<file path="src/rtl/zr_fetch_pkg.sv">
// zr_fetch_pkg: shared types and defaults for the instruction fetch queue
package zr_fetch_pkg;
  localparam int DEPTH_DEF = 4;
  localparam int MAX_OUT_DEF = 2;
  typedef enum logic {IDLE, RUN} state_e;
  typedef struct packed {
    logic [31:0] addr;
    logic [31:0] data;
  } fetch_entry_t;
endpackage

</file>
<file path="src/rtl/zr_fetch_fifo.sv">
// zr_fetch_fifo: synchronous FIFO of fetch_entry_t with flush.
// Ports: clk, rst_n (async active-low); push/din write; pop reads dout (head);
// flush empties the queue and wins over push/pop; full, empty, count status.
module zr_fetch_fifo
  import zr_fetch_pkg::*;
#(
  parameter int DEPTH = DEPTH_DEF
) (
  input  logic                     clk,
  input  logic                     rst_n,
  input  logic                     push,
  input  logic                     pop,
  input  logic                     flush,
  input  fetch_entry_t             din,
  output fetch_entry_t             dout,
  output logic                     full,
  output logic                     empty,
  output logic [$clog2(DEPTH):0]   count
);
  localparam int AW = $clog2(DEPTH);
  fetch_entry_t mem_q [DEPTH];
  logic [AW:0] wr_q, wr_d, rd_q, rd_d;
  logic w_en, r_en;
  always_comb begin
    count = wr_q - rd_q;
    empty = wr_q == rd_q;
    full = count == DEPTH[AW:0];
    r_en = pop && !empty && !flush;
    // a push into a full queue is only legal when the head leaves in the same cycle
    w_en = push && !flush && (!full || r_en);
    wr_d = flush ? '0 : wr_q + {{AW{1'b0}}, w_en};
    rd_d = flush ? '0 : rd_q + {{AW{1'b0}}, r_en};
    dout = mem_q[rd_q[AW-1:0]];
  end
  always_ff @(posedge clk or negedge rst_n) begin
    if (!rst_n) begin
      wr_q <= '0;
      rd_q <= '0;
    end else begin
      wr_q <= wr_d;
      rd_q <= rd_d;
    end
  end
  always_ff @(posedge clk) begin
    if (w_en) mem_q[wr_q[AW-1:0]] <= din;
  end
endmodule

</file>
<file path="src/rtl/zr_fetch_queue.sv">
// zr_fetch_queue: instruction prefetch queue between a memory read port and the core.
// Ports: clk, rst_n (async active-low); fetch_en, branch, branch_addr from the core;
// fetch_valid/fetch_ready/fetch_rdata/fetch_addr head-of-queue handshake to the core;
// instr_req/instr_addr/instr_gnt/instr_rvalid/instr_rdata memory request/response port.
// Option: define FETCH_QUEUE_BYPASS_EN to present a response directly when the queue is empty.
module zr_fetch_queue
  import zr_fetch_pkg::*;
#(
  parameter int          DEPTH     = DEPTH_DEF,
  parameter int          MAX_OUT   = MAX_OUT_DEF,
  parameter logic [31:0] BOOT_ADDR = 32'h0000_0080
) (
  input  logic        clk,
  input  logic        rst_n,
  input  logic        fetch_en,
  input  logic        branch,
  input  logic [31:0] branch_addr,
  output logic        fetch_valid,
  input  logic        fetch_ready,
  output logic [31:0] fetch_rdata,
  output logic [31:0] fetch_addr,
  output logic        instr_req,
  output logic [31:0] instr_addr,
  input  logic        instr_gnt,
  input  logic        instr_rvalid,
  input  logic [31:0] instr_rdata
);
  localparam int AW = $clog2(DEPTH);
  state_e state_q, state_d;
  logic [31:0] req_addr_q, req_addr_d, rsp_addr_q, rsp_addr_d, tgt;
  logic [1:0] out_q, out_d, disc_q, disc_d;
  logic rv_ok, fire, accept, push, pop, full, empty, unused_bits;
  logic [AW:0] cnt;
  fetch_entry_t head, dout;
`ifdef FETCH_QUEUE_BYPASS_EN
  logic byp;
`endif
  zr_fetch_fifo #(.DEPTH(DEPTH)) u_fifo (
    .clk(clk), .rst_n(rst_n), .push(push), .pop(pop), .flush(branch),
    .din({rsp_addr_q, instr_rdata}), .dout(dout), .full(full), .empty(empty), .count(cnt)
  );
  assign unused_bits = ^branch_addr[1:0];
  always_comb begin
    tgt = {branch_addr[31:2], 2'b00};
    state_d = fetch_en ? RUN : IDLE;
    rv_ok = instr_rvalid && out_q != '0;
    // reserve queue space for every outstanding response so a push never overflows
    instr_req = state_q == RUN && !branch && int'(out_q) < MAX_OUT && int'(cnt) + int'(out_q) < DEPTH;
    instr_addr = req_addr_q;
    fire = instr_req && instr_gnt;
    accept = rv_ok && disc_q == '0 && !branch;
    out_d = out_q + {1'b0, fire} - {1'b0, rv_ok};
    // a response landing in the branch cycle is already stale, so it is not counted as pending
    disc_d = branch ? out_q - {1'b0, rv_ok} : disc_q - {1'b0, rv_ok && disc_q != '0};
    req_addr_d = branch ? tgt : fire ? req_addr_q + 32'd4 : req_addr_q;
    rsp_addr_d = branch ? tgt : accept ? rsp_addr_q + 32'd4 : rsp_addr_q;
`ifdef FETCH_QUEUE_BYPASS_EN
    byp = accept && empty;
    fetch_valid = !empty || byp;
    head = empty ? {rsp_addr_q, instr_rdata} : dout;
    push = accept && !(byp && fetch_ready);
`else
    fetch_valid = !empty;
    head = dout;
    push = accept;
`endif
    pop = fetch_ready && !empty;
    fetch_rdata = fetch_valid ? head.data : '0;
    fetch_addr = fetch_valid ? head.addr : '0;
  end
  always_ff @(posedge clk or negedge rst_n) begin
    if (!rst_n) begin
      state_q <= IDLE;
      req_addr_q <= BOOT_ADDR;
      rsp_addr_q <= BOOT_ADDR;
      out_q <= '0;
      disc_q <= '0;
    end else begin
      state_q <= state_d;
      req_addr_q <= req_addr_d;
      rsp_addr_q <= rsp_addr_d;
      out_q <= out_d;
      disc_q <= disc_d;
    end
  end
  a_rvalid_protocol: assert property (@(posedge clk) disable iff (!rst_n) instr_rvalid |-> out_q != '0);
  a_no_overflow: assert property (@(posedge clk) disable iff (!rst_n) push && !branch |-> !full || pop);
endmodule

</file>
<file path="config.mk">
export PLATFORM = sky130hd
export DESIGN_NAME = zr_fetch_queue
export DESIGN_NICKNAME = d
export VERILOG_FILES = /design/src/rtl/zr_fetch_pkg.sv /design/src/rtl/zr_fetch_fifo.sv /design/src/rtl/zr_fetch_queue.sv
export SDC_FILE = /design/constraint.sdc
export NUM_CORES = 1
export LEC_CHECK = 0
export ABC_CLOCK_PERIOD_IN_PS = 8400
export CAP_MARGIN = 20
export CELL_PAD_IN_SITES_DETAIL_PLACEMENT = 0
export CELL_PAD_IN_SITES_GLOBAL_PLACEMENT = 2
export CORE_MARGIN = 5
export CORE_UTILIZATION = 46
export CTS_CLUSTER_DIAMETER = 50
export DETAILED_ROUTE_END_ITERATION = 6
export DONT_BUFFER_PORTS = 1
export PLACE_DENSITY = 0.78
export SETUP_SLACK_MARGIN = 0.02
export SYNTH_ARGS = -nofsm -noshare
export SYNTH_HDL_FRONTEND = slang
export SYNTH_SLANG_ARGS = --single-unit
</file>
<file path="constraint.sdc">
create_clock -name clk -period 8.4 [get_ports clk]
set_input_delay 1.26 -clock clk [delete_from_list [all_inputs] [get_ports clk]]
set_output_delay 1.26 -clock clk [all_outputs]
set_load 0.02 [all_outputs]
</file>
; ---- After elaboration in Yosys (flattened, before gate mapping)
; Memories as Yosys holds them, arrays and structs flattened.
; Cells that the tools add are included.
; W data, S select, Z words.
[totals]
reg_bits = 75
latch_bits = 0
ramBits = 256
mem_bits_ro = 0
input_bits = 71
elab_cells = 56
memories = 1
[op_classes]
addsub = 10
multipliers = 0
div = 0
n_lt_le_gt_ge = 2
n_eq_ne = 2
shift = 0
muxes = 12
bitwise = 0
reduce_logical = 22
[mem_list]
columns = memory, words, width, read_ports, rd_ports_with_merged_regs, write_ports, line
row1 = u_fifo.mem_q, 4, 64, 1, 0, 1, zr_fetch_fifo.sv:21  ; fetch_entry_t mem_q [DEPTH];
[ops]
columns = cell, count
row1 = $mux W32, 6
row2 = $add A32 B3 Y32 const B, 2
row3 = $logic_and A1 B1 Y1, 13
row4 = $reduce_bool A2 Y1, 4
row5 = $add A3 B1 Y3, 2
row6 = $mux W3, 2
row7 = $sub A2 B1 Y2, 3
row8 = $add A3 B2 Y4, 1
row9 = $lt A4 B3 Y1 const B, 1
row10 = $eq A3 B3 Y1, 1
row11 = $eq A3 B3 Y1 const B, 1
row12 = $logic_not A1 Y1, 3
row13 = $mux W1, 3
row14 = $sub A3 B3 Y3, 1
row15 = $add A2 B1 Y2, 1
row16 = $logic_not A2 Y1, 1
row17 = $lt A2 B2 Y1 const B, 1
row18 = $mux W2, 1
row19 = $logic_or A1 B1 Y1, 1

; ---- Depth between registers and ports, before layout
[depth]
word_depth = 9
depth_mapped = 15

; ---- Modules after synthesis
; From an unflattened synthesis, not the netlist that was laid out.
[hier_totals]
cells_unflattened = 846
area_unflattened_um2 = 13842.0
[modules_own_cells]
columns = mod, instances, cells_per_inst, area_per_inst_um2
row1 = zr_fetch_fifo, 1, 383, 9765.6
row2 = zr_fetch_queue, 1, 463, 4076.4

; ---- Worst setup path before layout
; No wires, ideal clock.
[synth_timing]
kind = reg-to-reg
start = register u_fifo.rd_q[1]
end = memory u_fifo.mem_q[0][0] in the netlist's numbering, enable pin
setup_ps = 558
arrival_time_ps = 6296
required_time_ps = 7842
setup_slack_ps = 1546
path_stages_with_launch = 8
n_path_buf = 2
synth_period_minus_slack_ps = 6854
path_cell_list = dfrtp_1 -> clkbuf_1 -> clkbuf_1 -> inv_1 -> fa_1 -> xnor3_1 -> a311o_1 -> nor3_1
[synth_via]
elab_chain_len = 9
elab_cells_between_ends = 12
[synth_lines]
columns = item, line
row1 = start: declaration, zr_fetch_fifo.sv:22  ; logic [AW:0] wr_q, wr_d, rd_q, rd_d;
row2 = start signal: assignment, zr_fetch_fifo.sv:41  ; rd_q <= rd_d;
row3 = branches (longest 5 deep; another with $sub A3 B3 Y3), --
row4 = $logic_or A1 B1 Y1 (*), zr_fetch_fifo.sv:30  ; w_en = push && !flush && (!full || r_en);
row5 = $logic_and A1 B1 Y1 (*), zr_fetch_fifo.sv:30
row6 = $mux W1 (*), zr_fetch_fifo.sv:45  ; if (w_en) mem_q[wr_q[AW-1:0]] <= din;
row7 = $mux W1 (not written as such) (*), zr_fetch_fifo.sv:45
row8 = end: declaration, zr_fetch_fifo.sv:21
; Mark *: on every way between the ends.

; ---- Worst setup path after layout
[layout_timing]
start = register u_fifo.rd_q[0]
end = output instr_req
[layout_via]
elab_chain_len = 4
[layout_lines]
columns = item, line
row1 = $sub A3 B3 Y3, zr_fetch_fifo.sv:25  ; count = wr_q - rd_q;
row2 = $add A3 B2 Y4, zr_fetch_queue.sv:48  ; instr_req = state_q == RUN && !branch && int'(out_q) < MAX_OUT && int'(cnt) + int'(out_q) < DEPTH;
row3 = $lt A4 B3 Y1, zr_fetch_queue.sv:48
row4 = $logic_and A1 B1 Y1, zr_fetch_queue.sv:48
row5 = end: declaration, zr_fetch_queue.sv:22  ; output logic instr_req,
; Every way passes these cells.

==> impl_metrics.ini <==
[drt]
vias = 7368
routed_wl_mm = 28.6
drt-vias-per-instance = 5.84
drc = 0
initialDrtViolationCount = 505
detail-route-antenna-nets = 0
drtPass1Iterations = 5
drt-wirelength-per-cell_microns = 22.7

[floorplanning]
std_cell_rows = 62
die_w_microns = 182
die_h_microns = 182
initial_core_util = 0.469
core-area_sq_um = 28900
design.portCount = 169
die_area_sq_um = 33000

[clock_tree]
post_cts_buffers = 0
clk-insertion-delay-late_ps = 510
clkSinkCount = 319
clock_tree.htree_level_count = 2
cts_root_buf = sky130_fd_sc_hd__clkbuf_16
cts.hold.buffers_added = 0
post_cts_resize_count = 0
cts-root-to-sink-buffers = 3
cts_inserted_buffers = 38
cts.reportedPaths.clkPinSlew_ps = 60
clock_tree_from_tritoncts = done

[global_route]
remaining_overflow_grt = 0
largest_net_degree_at_the_start_of_global_routing = 72
grt_use_total = 0.174
grt_antenna_before_repair = 1
first_global_vias = 7826
grt_first_pass_wirelength_mm = 45.2

[setup_path]
setup.worst_path.class = register to output port
timing.critical_path.cells = ha_1 > inv_1 > fa_1 > ha_1 > or4b_4 > nor2_1
critical_path.top_delay_family = simple AND/OR/NAND/NOR gates
r2r_slack_ps = 4480
cp.arrival_ps = 3160
cp_max_fo = 23
endpoint_type_of_the_worst_setup_path = output port
critical-path-max-stage-delay_ps = 720
cp_data_required_time_ps = 7140
critPathLaunchType = register
crit_top_cell = sky130_fd_sc_hd__ha_1
critical_path.slowest_cell = sky130_fd_sc_hd__dfrtp_4
critical_path.n_buffers_inverters = 1

[sta]
report.final.hold_viol_count = 0
setup_viol_count_final = 0
final.setup_skew_ps = 9.32
final_min_period_over_clock_period = 0.526
timing.max_slew.rel_slack = 0.310
period_needed_ps = 4420
fmax_ghz = 0.226
rsz0062_at_grt = no
holdWs_ps = 441
timing.final.max_slew_violations = 0
fin_setup_tns_ps = 0
slew_of_the_pin_with_the_lowest_slew_margin_ps = 1030

[logic_synthesis]
number_of_enable_flip_flop_cells_after_synthesis = 248
synth.cell_area_sq_um = 13500
syn_area_per_cell_sq_um = 16.2
post-synth-top-area-cell = sky130_fd_sc_hd__edfxtp_1
seq_area_frac_synth = 0.681
synthDistinctLibCells = 52
synth_common_cells = sky130_fd_sc_hd__edfxtp_1, sky130_fd_sc_hd__dfrtp_1, sky130_fd_sc_hd__and2_1
synth_seq_cells = 319
asyncSetResetFlopFracSynth = 0.223
yosys.cell_count.top_type = sky130_fd_sc_hd__edfxtp_1
top_area_cells_in_the_synthesized_netlist = sky130_fd_sc_hd__edfxtp_1, sky130_fd_sc_hd__dfrtp_1, sky130_fd_sc_hd__mux4_2
synthFlopType = sky130_fd_sc_hd__edfxtp_1
synth_top_area_frac = 0.550
yosys_warnings = 0
syn-instance-count = 838

[layout]
filler_cell_count = 2359
multi_input_combinational_cell_area_sq_um = 4070
antenna_cells = 0
design.final.nets = 933
layout-drive-gt1-share = 0.193
area.sequential_sq_um = 9230
syn_to_final_growth_pct = 12.0
finish.cell_count_without_fillers = 1261

[placed_design]
gpl.final_weighted_congestion = 0.878
dpl.cell_count = 1192
numPortBuffers = 0
post_dp_hpwl_mm = 17.6

[run]
drv_cap = 0

[power_and_ir_drop]
pwr_density_cell_nw_per_um2 = 254
p_leak_nw = 5.10
max_rail_drop_vdd_uv = 106

[worst_hold_path]
hold_class = input pin to async pin

[status]
status = finished, final reports clean
## metrics by stage
stage	instance area [sq um]	utilization	power (mW)	setup WS (ps)
3_3_place_gp	13900	0.483	2.29	4420
5_1_grt	15200	0.526	4.02	3770
3_5_place_dp	13900	0.483	2.31	4440
2_1_floorplan	13600	-	2.21	1550
6_report	15200	0.526	3.86	3980
4_1_cts	15200	0.526	3.91	3890
## kinds of logic (layout without fill, tap and decap cells)
logic type,count (synthesis),in the layout,share of synthesized area
flops,319,319,0.681
simple gates,245,245,0.103
mux,86,86,0.123
buf+inv,67,103,0.0206
compound gates,55,55,0.0237
xor+xnor,51,51,0.0351
fa+ha+maj,14,14,0.0135
other cells,1,4,0.000277
## final timing paths
check	to	depth (start not counted)	from
setup / recovery	instr_req	6	u_fifo.rd_q[0]
hold reg to reg	u_fifo.mem_q[0][62]	0	rsp_addr_q[30]
min in group clk	u_fifo.mem_q[0][62]	0	rsp_addr_q[30]
setup reg to reg	out_q[1]	13	u_fifo.rd_q[0]
max in group asynchronous	rsp_addr_q[7]	0	rst_n
hold / removal	instr_addr[4]	0	rst_n
## area by class of cell
| cell class | count | share of cell area |
|---|---|---|
| Inverter | 25 | 0.00618 |
| Clock inverter | 27 | 0.0162 |
| Sequential cell | 319 | 0.608 |
| Multi-Input combinational cell | 455 | 0.268 |
| Timing Repair Buffer | 9 | 0.00445 |
| Clock buffer | 42 | 0.0651 |
| Tap cell | 384 | 0.0317 |
## cell usage in the layout, fill, tap and decap left out, types with 19 or more instances in the layout
cell type | netlist | layout
sky130_fd_sc_hd__clkbuf_16 | 0 | 39
sky130_fd_sc_hd__edfxtp_1 | 248 | 248
sky130_fd_sc_hd__xnor2_1 | 32 | 32
sky130_fd_sc_hd__nor4_1 | 19 | 19
sky130_fd_sc_hd__nand4_1 | 22 | 22
sky130_fd_sc_hd__mux2_2 | 20 | 20
sky130_fd_sc_hd__o21ai_0 | 27 | 27
sky130_fd_sc_hd__dfrtp_1 | 69 | 67
sky130_fd_sc_hd__nor2_1 | 21 | 21
sky130_fd_sc_hd__and2_1 | 65 | 65
sky130_fd_sc_hd__mux4_2 | 62 | 62
sky130_fd_sc_hd__nand2_1 | 51 | 51
sky130_fd_sc_hd__inv_1 | 23 | 23
## sequential cells by signal, summed over array words and instances (netlist names)
register and count:
state_q 1, u_fifo.rd_q 3, u_fifo.wr_q 3, disc_q 2, u_fifo.mem_q 248, rsp_addr_q 30
out_q 2, instr_addr 30
## layer usage
| metal | vias to the layer above | track usage | share of wire |
|---|---|---|---|
| met5 | - | 0 | 0.00038 |
| met4 | 2 | 0.0480 | 0.018 |
| met2 | 293 | 0.277 | 0.47 |
| met3 | 49 | 0.0552 | 0.092 |
| met1 | 3802 | 0.233 | 0.41 |
| li1 | 3222 | - | - |
## report_power, final
part | switching (mW) | leakage, nW | internal (mW)
sequential | 0.105 | 3.08 | 1.80
clock | 0.636 | 0.602 | 0.951
combinational | 0.223 | 1.41 | 0.140
(Power assumes the default switching activity.)
